===== config.mk =====
export PLATFORM = sky130hd
export DESIGN_NAME = writeback_regfile
export DESIGN_NICKNAME = d
export VERILOG_FILES = /design/src/rtl/writeback_regfile.sv
export SDC_FILE = /design/constraint.sdc
export NUM_CORES = 2
export LEC_CHECK = 0
export ABC_CLOCK_PERIOD_IN_PS = 3600
export BUFFER_PORTS_ARGS = -buffer_cell sky130_fd_sc_hd__buf_4
export CORE_AREA = 2 2 489 491
export DETAILED_ROUTE_END_ITERATION = 16
export DIE_AREA = 0 0 491 493
export PLACE_DENSITY_LB_ADDON = 0.3
export SYNTH_ARGS = -nofsm -noshare
export SYNTH_HDL_FRONTEND = slang
export SYNTH_SLANG_ARGS = --single-unit

===== constraint.sdc =====
create_clock -name clk -period 3.6 [get_ports clk]
set_clock_uncertainty 0.2 [all_clocks]
set_input_delay 0.9 -clock clk [delete_from_list [all_inputs] [get_ports clk]]
set_output_delay 0.9 -clock clk [all_outputs]
set_load 0.01 [all_outputs]

===== src/rtl/writeback_regfile.sv =====
// -----------------------------------------------------------------------------
// writeback_regfile
//   Write-back stage and architectural register file of the SEQ Y86-64 core.
//   Retired instructions write valE/valM into fifteen 64-bit registers at
//   destinations decoded from icode/cnd/rA/rB. The block also provides two
//   combinational read ports for decode and tracks run/halt/error status.
//
//   Optional feature: define WB_BYPASS_EN to forward same-cycle write data
//   onto rdA/rdB.
//
// Ports
//   clk, rst_n         clock, asynchronous active-low reset
//   wb_valid/wb_ready  write-back handshake (ready only while running)
//   icode, cnd         instruction code and cmovxx condition
//   rA, rB             register specifiers (4'hF = none)
//   valE, valM         execute / memory results
//   srcA/srcB, rdA/rdB read-port addresses and data (0 for address 4'hF)
//   reg_mem0..14       live register contents
//   halted, error      status flags
//   wb_count           number of accepted write-backs (wraps)
// -----------------------------------------------------------------------------
module writeback_regfile #(
   parameter int CNT_W = 16
) (
   input  logic             clk,
   input  logic             rst_n,
   input  logic             wb_valid,
   output logic             wb_ready,
   input  logic [3:0]       icode,
   input  logic             cnd,
   input  logic [3:0]       rA,
   input  logic [3:0]       rB,
   input  logic [63:0]      valE,
   input  logic [63:0]      valM,
   input  logic [3:0]       srcA,
   input  logic [3:0]       srcB,
   output logic [63:0]      rdA,
   output logic [63:0]      rdB,
   output logic [63:0]      reg_mem0,
   output logic [63:0]      reg_mem1,
   output logic [63:0]      reg_mem2,
   output logic [63:0]      reg_mem3,
   output logic [63:0]      reg_mem4,
   output logic [63:0]      reg_mem5,
   output logic [63:0]      reg_mem6,
   output logic [63:0]      reg_mem7,
   output logic [63:0]      reg_mem8,
   output logic [63:0]      reg_mem9,
   output logic [63:0]      reg_mem10,
   output logic [63:0]      reg_mem11,
   output logic [63:0]      reg_mem12,
   output logic [63:0]      reg_mem13,
   output logic [63:0]      reg_mem14,
   output logic             halted,
   output logic             error,
   output logic [CNT_W-1:0] wb_count
);

   localparam logic [3:0] RNONE = 4'hF;
   localparam logic [3:0] RSP   = 4'h4;

   typedef enum logic [1:0] {
      ST_RUN  = 2'd0,
      ST_HALT = 2'd1,
      ST_ERR  = 2'd2
   } state_t;

   state_t           state_q;
   logic             ready_q;
   logic             halted_q;
   logic             error_q;
   logic [CNT_W-1:0] count_q;
   logic [CNT_W-1:0] count_d;
   logic [63:0]      regs_q [0:14];

   logic       accept;
   logic       retire_ok;
   logic [3:0] dstE;
   logic [3:0] dstM;
   logic [3:0] dstE_wr;
   logic [3:0] dstM_wr;

   assign accept    = wb_valid && ready_q;
   // halt (0) and invalid codes (>B) retire without touching registers
   assign retire_ok = accept && (icode != 4'h0) && (icode <= 4'hB);
   assign count_d   = count_q + 1'b1;

   always_comb begin
      dstE = RNONE;
      dstM = RNONE;
      case (icode)
         4'h2:                   dstE = cnd ? rB : RNONE;
         4'h3, 4'h6:             dstE = rB;
         4'h8, 4'h9, 4'hA, 4'hB: dstE = RSP;
         default:                dstE = RNONE;
      endcase
      if (icode == 4'h5 || icode == 4'hB)
         dstM = rA;
   end

   assign dstE_wr = retire_ok ? dstE : RNONE;
   assign dstM_wr = retire_ok ? dstM : RNONE;

   // Status FSM with registered outputs; count advances on every accept,
   // including the halt/invalid instruction that ends the run.
   always_ff @(posedge clk or negedge rst_n) begin
      if (!rst_n) begin
         state_q  <= ST_RUN;
         ready_q  <= 1'b1;
         halted_q <= 1'b0;
         error_q  <= 1'b0;
         count_q  <= '0;
      end else begin
         if (accept)
            count_q <= count_d;
         case (state_q)
            ST_RUN: begin
               if (accept && icode == 4'h0) begin
                  state_q  <= ST_HALT;
                  ready_q  <= 1'b0;
                  halted_q <= 1'b1;
               end else if (accept && icode > 4'hB) begin
                  state_q <= ST_ERR;
                  ready_q <= 1'b0;
                  error_q <= 1'b1;
               end
            end
            ST_HALT, ST_ERR: ;
            default: begin
               state_q <= ST_ERR;
               ready_q <= 1'b0;
               error_q <= 1'b1;
            end
         endcase
      end
   end

   // Register file. The valM write is issued last so it wins when both
   // ports target the same register (popq %rsp).
   always_ff @(posedge clk or negedge rst_n) begin
      if (!rst_n) begin
         for (int i = 0; i < 15; i++)
            regs_q[i] <= 64'(i);
      end else begin
         if (dstE_wr != RNONE)
            regs_q[dstE_wr] <= valE;
         if (dstM_wr != RNONE)
            regs_q[dstM_wr] <= valM;
      end
   end

   always_comb begin
      rdA = (srcA == RNONE) ? 64'd0 : regs_q[srcA];
      rdB = (srcB == RNONE) ? 64'd0 : regs_q[srcB];
`ifdef WB_BYPASS_EN
      // forward incoming data; dstM has priority over dstE
      if (srcA != RNONE) begin
         if (srcA == dstM_wr)      rdA = valM;
         else if (srcA == dstE_wr) rdA = valE;
      end
      if (srcB != RNONE) begin
         if (srcB == dstM_wr)      rdB = valM;
         else if (srcB == dstE_wr) rdB = valE;
      end
`endif
   end

   assign wb_ready  = ready_q;
   assign halted    = halted_q;
   assign error     = error_q;
   assign wb_count  = count_q;

   assign reg_mem0  = regs_q[0];
   assign reg_mem1  = regs_q[1];
   assign reg_mem2  = regs_q[2];
   assign reg_mem3  = regs_q[3];
   assign reg_mem4  = regs_q[4];
   assign reg_mem5  = regs_q[5];
   assign reg_mem6  = regs_q[6];
   assign reg_mem7  = regs_q[7];
   assign reg_mem8  = regs_q[8];
   assign reg_mem9  = regs_q[9];
   assign reg_mem10 = regs_q[10];
   assign reg_mem11 = regs_q[11];
   assign reg_mem12 = regs_q[12];
   assign reg_mem13 = regs_q[13];
   assign reg_mem14 = regs_q[14];

endmodule


=== After elaboration in Yosys (flattened, before gate mapping) ===
Index checks and enable logic that the tools add are counted.

* Bits of input ports: 152
* Output and inout port bits: 1,107
* Word-level logic and storage cells: 98
* Bits in registers: 981

* Reductions and logical operators: 17
* Bitwise logic cells: 5
* Multiplexer cells: 30
* $add $sub $neg: 1
* Equal/unequal tests: 17
* $lt $le $gt $ge: 8

{| class="wikitable"
|+ Operator list
! kind !! number
|-
| 960-bit bitwise mux || 2
|-
| 960-bit 2-to-1 mux || 2
|-
| 64-bit binary-select mux with 4-bit select || 2
|-
| 64-bit demux with 4-bit select || 2
|-
| 64-bit 2-to-1 mux || 8
|-
| 4-bit == test, second input constant || 6
|-
| 5-bit >= comparator, second input constant || 4
|-
| 4-bit inverter with 5-bit output || 4
|-
| 16-bit by 1-bit adder with 16-bit output, second input constant || 1
|-
| 4-bit 2-to-1 mux || 4
|-
| 4-bit case mux with 3 select lines || 1
|-
| 5-bit by 1-bit < comparator with 1-bit output, second input constant || 2
|-
| 4-bit by 2-bit == test with 1-bit output, second input constant || 2
|-
| 4-bit by 3-bit == test with 1-bit output, second input constant || 2
|-
| 4-bit != test, second input constant || 2
|-
| 1-bit logical AND || 7
|-
| 4-bit greater-than comparator, second input constant || 1
|-
| 4-bit <= comparator, second input constant || 1
|-
| 4-bit logical NOT || 1
|-
| 1-bit 2-to-1 mux || 4
|-
| 2-bit 2-to-1 mux || 2
|-
| 2-bit != test, second input constant || 2
|-
| 1-bit case mux with 2 select lines || 2
|-
| 2-bit case mux with 2 select lines || 1
|-
| other kinds (11) || 13
|}

=== Depth between registers and ports, before layout ===
* Depth after elaboration: 13
* Depth in mapped cells: 10
* Gate-level depth less buffers: 7

=== Least setup slack after synthesis ===
OpenSTA, ideal clock, no wires.

* Kind: in2out
* From: in srcB[0]
* To: out rdB[10]
* Cell stages on the path: 7
* Arrival time: 2,612 ps
* Required time: 2,500 ps
* Path buffers: 4
* Slack: -112 ps
* Path through: clkbuf_1 > clkbuf_1 > buf_2 > buf_2 > mux4_2 > mux2i_1 > a21oi_1

* Cells in the longest elaborated chain, start to end: 5
* Elaborated cells on any way between the ends: 6
* Those cells by class: eq/ne: 1; mux: 4; bitwise: 1

{| class="wikitable"
|+ RTL lines
! what !! RTL line !! source
|-
| from (decl) || 36 || <nowiki>input logic [3:0] srcB,</nowiki>
|-
| 4-bit inverter with 5-bit output (not written as such) || 154 || <nowiki>rdB = (srcB == RNONE) ? 64'd0 : regs_q[srcB];</nowiki>
|-
| 64-bit binary-select mux with 4-bit select || 154 ||
|-
| 64-bit 2-to-1 mux (not written as such) (2 in a row) || 154 ||
|-
| 64-bit 2-to-1 mux * || 154 ||
|-
| to (decl) || 38 || <nowiki>output logic [63:0] rdB,</nowiki>
|}

Every way passes the cells marked *; elsewhere a longest branch is shown, timed or not. The select of a mux whose other input is x is not followed.

=== Final worst setup path ===
* From: in srcA[0]
* To: out rdA[5]

* Cells in the longest elaborated chain, start to end: 5
* Elaborated cells on any way between the ends: 6
* Those cells by class: eq/ne: 1; mux: 4; bitwise: 1

{| class="wikitable"
|+ RTL lines
! what !! RTL line !! source
|-
| from (decl) || 35 || <nowiki>input logic [3:0] srcA,</nowiki>
|-
| 4-bit inverter with 5-bit output (not written as such) || 153 || <nowiki>rdA = (srcA == RNONE) ? 64'd0 : regs_q[srcA];</nowiki>
|-
| 64-bit binary-select mux with 4-bit select || 153 ||
|-
| 64-bit 2-to-1 mux (not written as such) (2 in a row) || 153 ||
|-
| 64-bit 2-to-1 mux * || 153 ||
|-
| to (decl) || 37 || <nowiki>output logic [63:0] rdA,</nowiki>
|}

Marked as above.

==> run summary <==
The run finished, with violations left. The checks that failed: negative setup slack. The average wire per standard cell came out at 36.2 um. The floorplan step set the die width to 491 um. The largest total area in the synthesized netlist belongs to sky130_fd_sc_hd__dfrtp_1. Setup repair after global routing could not meet its margin everywhere. The fraction of layout instances using a drive strength above 1 came out at around 38%. Ranked by total cell area, the synthesized netlist is headed by sky130_fd_sc_hd__dfrtp_1 39%, sky130_fd_sc_hd__mux2i_1 16%, sky130_fd_sc_hd__mux4_2 14%, sky130_fd_sc_hd__nand2_1 5.0%, sky130_fd_sc_hd__a21oi_1 4.4%. The core area is 237000 um2. The number of fillers in the final layout came out at 23.6k. The mapped netlist covers 61400 um2. The die height is just under 500 um. The Yosys step of the flow raised 0 warnings.

The number of flops mapped to enable cells by yosys is 0. The cell area after placement came out at 77800 um2. The destination of the worst register-to-register timing path is reg_mem7[13]. The global routing stage identified its most utilized layer as met2. The setup check on the worst reg-to-reg path leaves a slack of 380 ps. The data arrival time of the critical path came out at 2720 ps. The portion of synthesized cell area occupied by the leading cell type is approximately 39%. The worst setup path is launched from an input pin. Tracing the worst setup path back leads to its startpoint at srcA[0].

The total power density per cell area came out at 297 nW/um2. The final-layout worst hold slack is 244 ps. The clock passes through at most 3 buffers. The count of final hold-check violations came out at 0. The final critical-path setup slack is -218 ps. The initial cell density of the core came out at about 26%. TritonCTS built the clock tree. The final number of setup-violating endpoints is 111. The number of instances in the placed design is between 10k and 15k. The synthesis-to-finish area growth is 41.3%. The maximum vdd ir drop came out at 0.344 mV. The synthesized design contains 981 register bits.

In the layout the commonest cells are 1633 x sky130_fd_sc_hd__buf_4, 941 x sky130_fd_sc_hd__dfrtp_1, 939 x sky130_fd_sc_hd__mux2i_1. The shortest period the worst path allows is roughly 3800 ps. The most used flip-flop cell after synthesis is sky130_fd_sc_hd__dfrtp_1. The first global-routing pass estimated 529 mm of wire. The signal on the critical path passes through buf_16, buf_16, buf_12, buf_8, buf_4, mux4_2, a211oi_1, a21oi_1, buf_4. The critical path depth came out at 9. For this run, the register share of the synthesized area comes to 40.1%. The post-synthesis async set-or-reset flop share came out at 100%. The highest fanout seen on the critical path came out at 8. The root buffer selected by CTS is sky130_fd_sc_hd__clkbuf_16.

The clock insertion delay at the later pin of the skew report came out at 760 ps. Once layout is done, the placed cells without fillers occupy roughly 87000 um2. The path class of the tightest hold or removal check is in2reg. The number of global-route vias before repair is 59.3k. The max-slew violation count is 0. The launching point of the worst reg2reg path is wb_ready. The total iterations of the first detailed-routing run is 8. The cell leakage power is 0.0419 uW. The number of standard cells in the final layout excluding fillers came out at 10.9k. The critical path is of the in2out type. The total via count in the routed design came out at 62.2k. For met1 alone, demand over resource in global routing was about two fifths. The max-capacitance violation count is 0. The number of rows created at floorplan came out at 179. Counting every sink on the clock net gives 981.

The detail route stage leaves a number of antenna-violating nets equal to 0. The longest individual stage delay on the worst path is 470 ps. The count of routing violations after the opening detailed-route iteration came out at 7639. The total chip power is 25800 uW. The sum of overflow across all layers after global routing came out at 0.

The area of the die is about 240000 um2. Global routing consumed, on the met2 layer, 47.8% of the routing resources. The maximum number of pins on one net before global-route repair came out at 124. The HPWL after detailed placement came out at 278 mm.

The number of vias per cell after detailed routing is 5.70. The met3 demand-to-capacity share in global routing came out at 7.41%. Among all stages on the critical path, the largest delay is contributed by sky130_fd_sc_hd__mux4_2. The library cell used most frequently in the layout, excluding fill and tap cells, is sky130_fd_sc_hd__buf_4. Measured against its own limit, the worst slew margin works out to between 30 and 40%.

The combined global-route utilization of all metal layers is 31.3%. The post-synthesis cell type count came out at 64. Counting cells, the worst reg-to-reg path comes to 8. The critical path data required time is about 2500 ps. Routability-driven placement finished with a final weighted congestion of 0.942.

The number of antenna violations at the first check in global routing came to 47. The post-detailed-route DRC marker count is 0. The cell count after synthesis is 6197. The capturing instance or port of the critical path is rdA[5]. The post-synth net total is 6351. The final critical path takes up 106% of the cycle. The instance count along the most critical hold path came out at 3. In this run the number of H-tree levels came out at 3. The clock transition at the register clock pins on the worst setup and hold paths after CTS is 60 ps.

The average instance in the mapped netlist occupies 9.91 um2. The worst setup path is captured at an output pin. The combined buffer and inverter count along the critical path is 6. In this run, CTS created clock tree buffers numbering 112. The transition time at the pin with the least slew margin came out at approximately 960 ps.

The worst-case setup slack after placement came out at -524 ps. The count of input and output buffers came out at 1258. The net count of the finished layout came out at around 7.8k. Summed over all layers, the routed wires come to 395 mm.

For this run, the top clock speed supported by timing is 262 MHz. The total I/O pin count came out at 1259. In this design, the largest share of critical-path delay is due to buffers and inverters.
## repair_timing
action / CTS / global route
endpoints found under the hold margin: 24 / 0
setup buffers: 120 / 101
gates cloned: 26 / 8
setup endpoints to repair: 125 / 127
pin swaps: 94 / 136
resized for setup: 373 / 374
hold buffers: 1 / 0
## where the power goes
| group | total, uW | switching [uW] | internal [uW] |
|---|---|---|---|
| sequential | 11000 | 0 | 11000 |
| combinational | 3050 | 1800 | 1250 |
| clock | 11700 | 5050 | 6680 |
## cells in the mapped netlist (3+ instances only)
cell / number
sky130_fd_sc_hd__nand2_1: 816
sky130_fd_sc_hd__nor4_1: 3
sky130_fd_sc_hd__and3_1: 63
sky130_fd_sc_hd__buf_4: 28
sky130_fd_sc_hd__mux4_2: 384
sky130_fd_sc_hd__a21o_1: 7
sky130_fd_sc_hd__xnor2_1: 12
sky130_fd_sc_hd__clkbuf_1: 467
sky130_fd_sc_hd__a21oi_1: 539
sky130_fd_sc_hd__nand4_1: 6
sky130_fd_sc_hd__inv_1: 4
sky130_fd_sc_hd__nor2_1: 393
sky130_fd_sc_hd__a211oi_1: 130
sky130_fd_sc_hd__nor3_1: 45
sky130_fd_sc_hd__nor2b_1: 139
sky130_fd_sc_hd__o21ai_0: 490
sky130_fd_sc_hd__o211ai_1: 11
sky130_fd_sc_hd__buf_6: 36
sky130_fd_sc_hd__nand3_1: 341
sky130_fd_sc_hd__xor2_1: 3
sky130_fd_sc_hd__dfstp_2: 29
sky130_fd_sc_hd__mux2i_1: 962
sky130_fd_sc_hd__and4_1: 3
sky130_fd_sc_hd__and2_1: 13
sky130_fd_sc_hd__o21ai_1: 94
sky130_fd_sc_hd__buf_2: 113
sky130_fd_sc_hd__dfrtp_1: 952
sky130_fd_sc_hd__a31oi_1: 37
sky130_fd_sc_hd__buf_1: 31
sky130_fd_sc_hd__nand2b_1: 6
## worst reg2reg max path, delay by kind of cell, from the launching register on
kind	cells	cell delay [ps]
simple gates	3	1040
buf+inv	2	640
compound gates	3	620
flops	1	560
## stage by stage
stage	util (%)	setup TNS (ps)
detailed placement	32.8	-28180
global route	36.6	-15150
finish	36.6	-10800
floorplan	-	-2150
global placement	32.8	-27810
CTS	35.8	-11170
## layer usage
layer | vias up | wire [um]
li1 | 25308 | -
met1 | 31892 | 154000
met2 | 4151 | 175000
met3 | 833 | 37500
met4 | 14 | 28300
met5 | - | 94
## logic make-up (layout without fill, tap and decap cells)
| group | after synthesis | count (layout) | share of synthesized area (%) |
|---|---|---|---|
| muxes | 1348 | 1348 | 29.8 |
| and+or+nand+nor | 1842 | 1842 | 13.1 |
| xor gates and xnor gates | 15 | 15 | 0.214 |
| AOI/OAI and AO/OA | 1330 | 1330 | 11.8 |
| adders and majority gates | 2 | 2 | 0.0408 |
| DFF | 981 | 981 | 40.1 |
| other | 0 | 23 | 0 |
| buffers and inverters | 679 | 2204 | 4.99 |
## cell type report
type                    count  area, um2  area share, %
well taps                3167       3960           4.57
multi-input cells        4537      35700           41.1
clock buffers             172       3360           3.88
flip-flops and latches    981      24600           28.4
repair buffers           1998      18800           21.7
inverters                   4       15.0         0.0173
clock inverters            30        290          0.335
diodes                     23       57.6         0.0663
## worst min path at each step
stage | slack, ps | start | end
2_1_floorplan | 250 | state_q[1] | state_q[1]
3_3_place_gp | 250 | halted | halted
3_5_place_dp | 260 | halted | halted
4_1_cts | 160 | valE[43] | reg_mem12[43]
5_1_grt | 220 | valM[3] | reg_mem14[3]
6_report | 240 | valM[3] | reg_mem11[3]
Note: power is estimated with default switching activity, not from simulation.
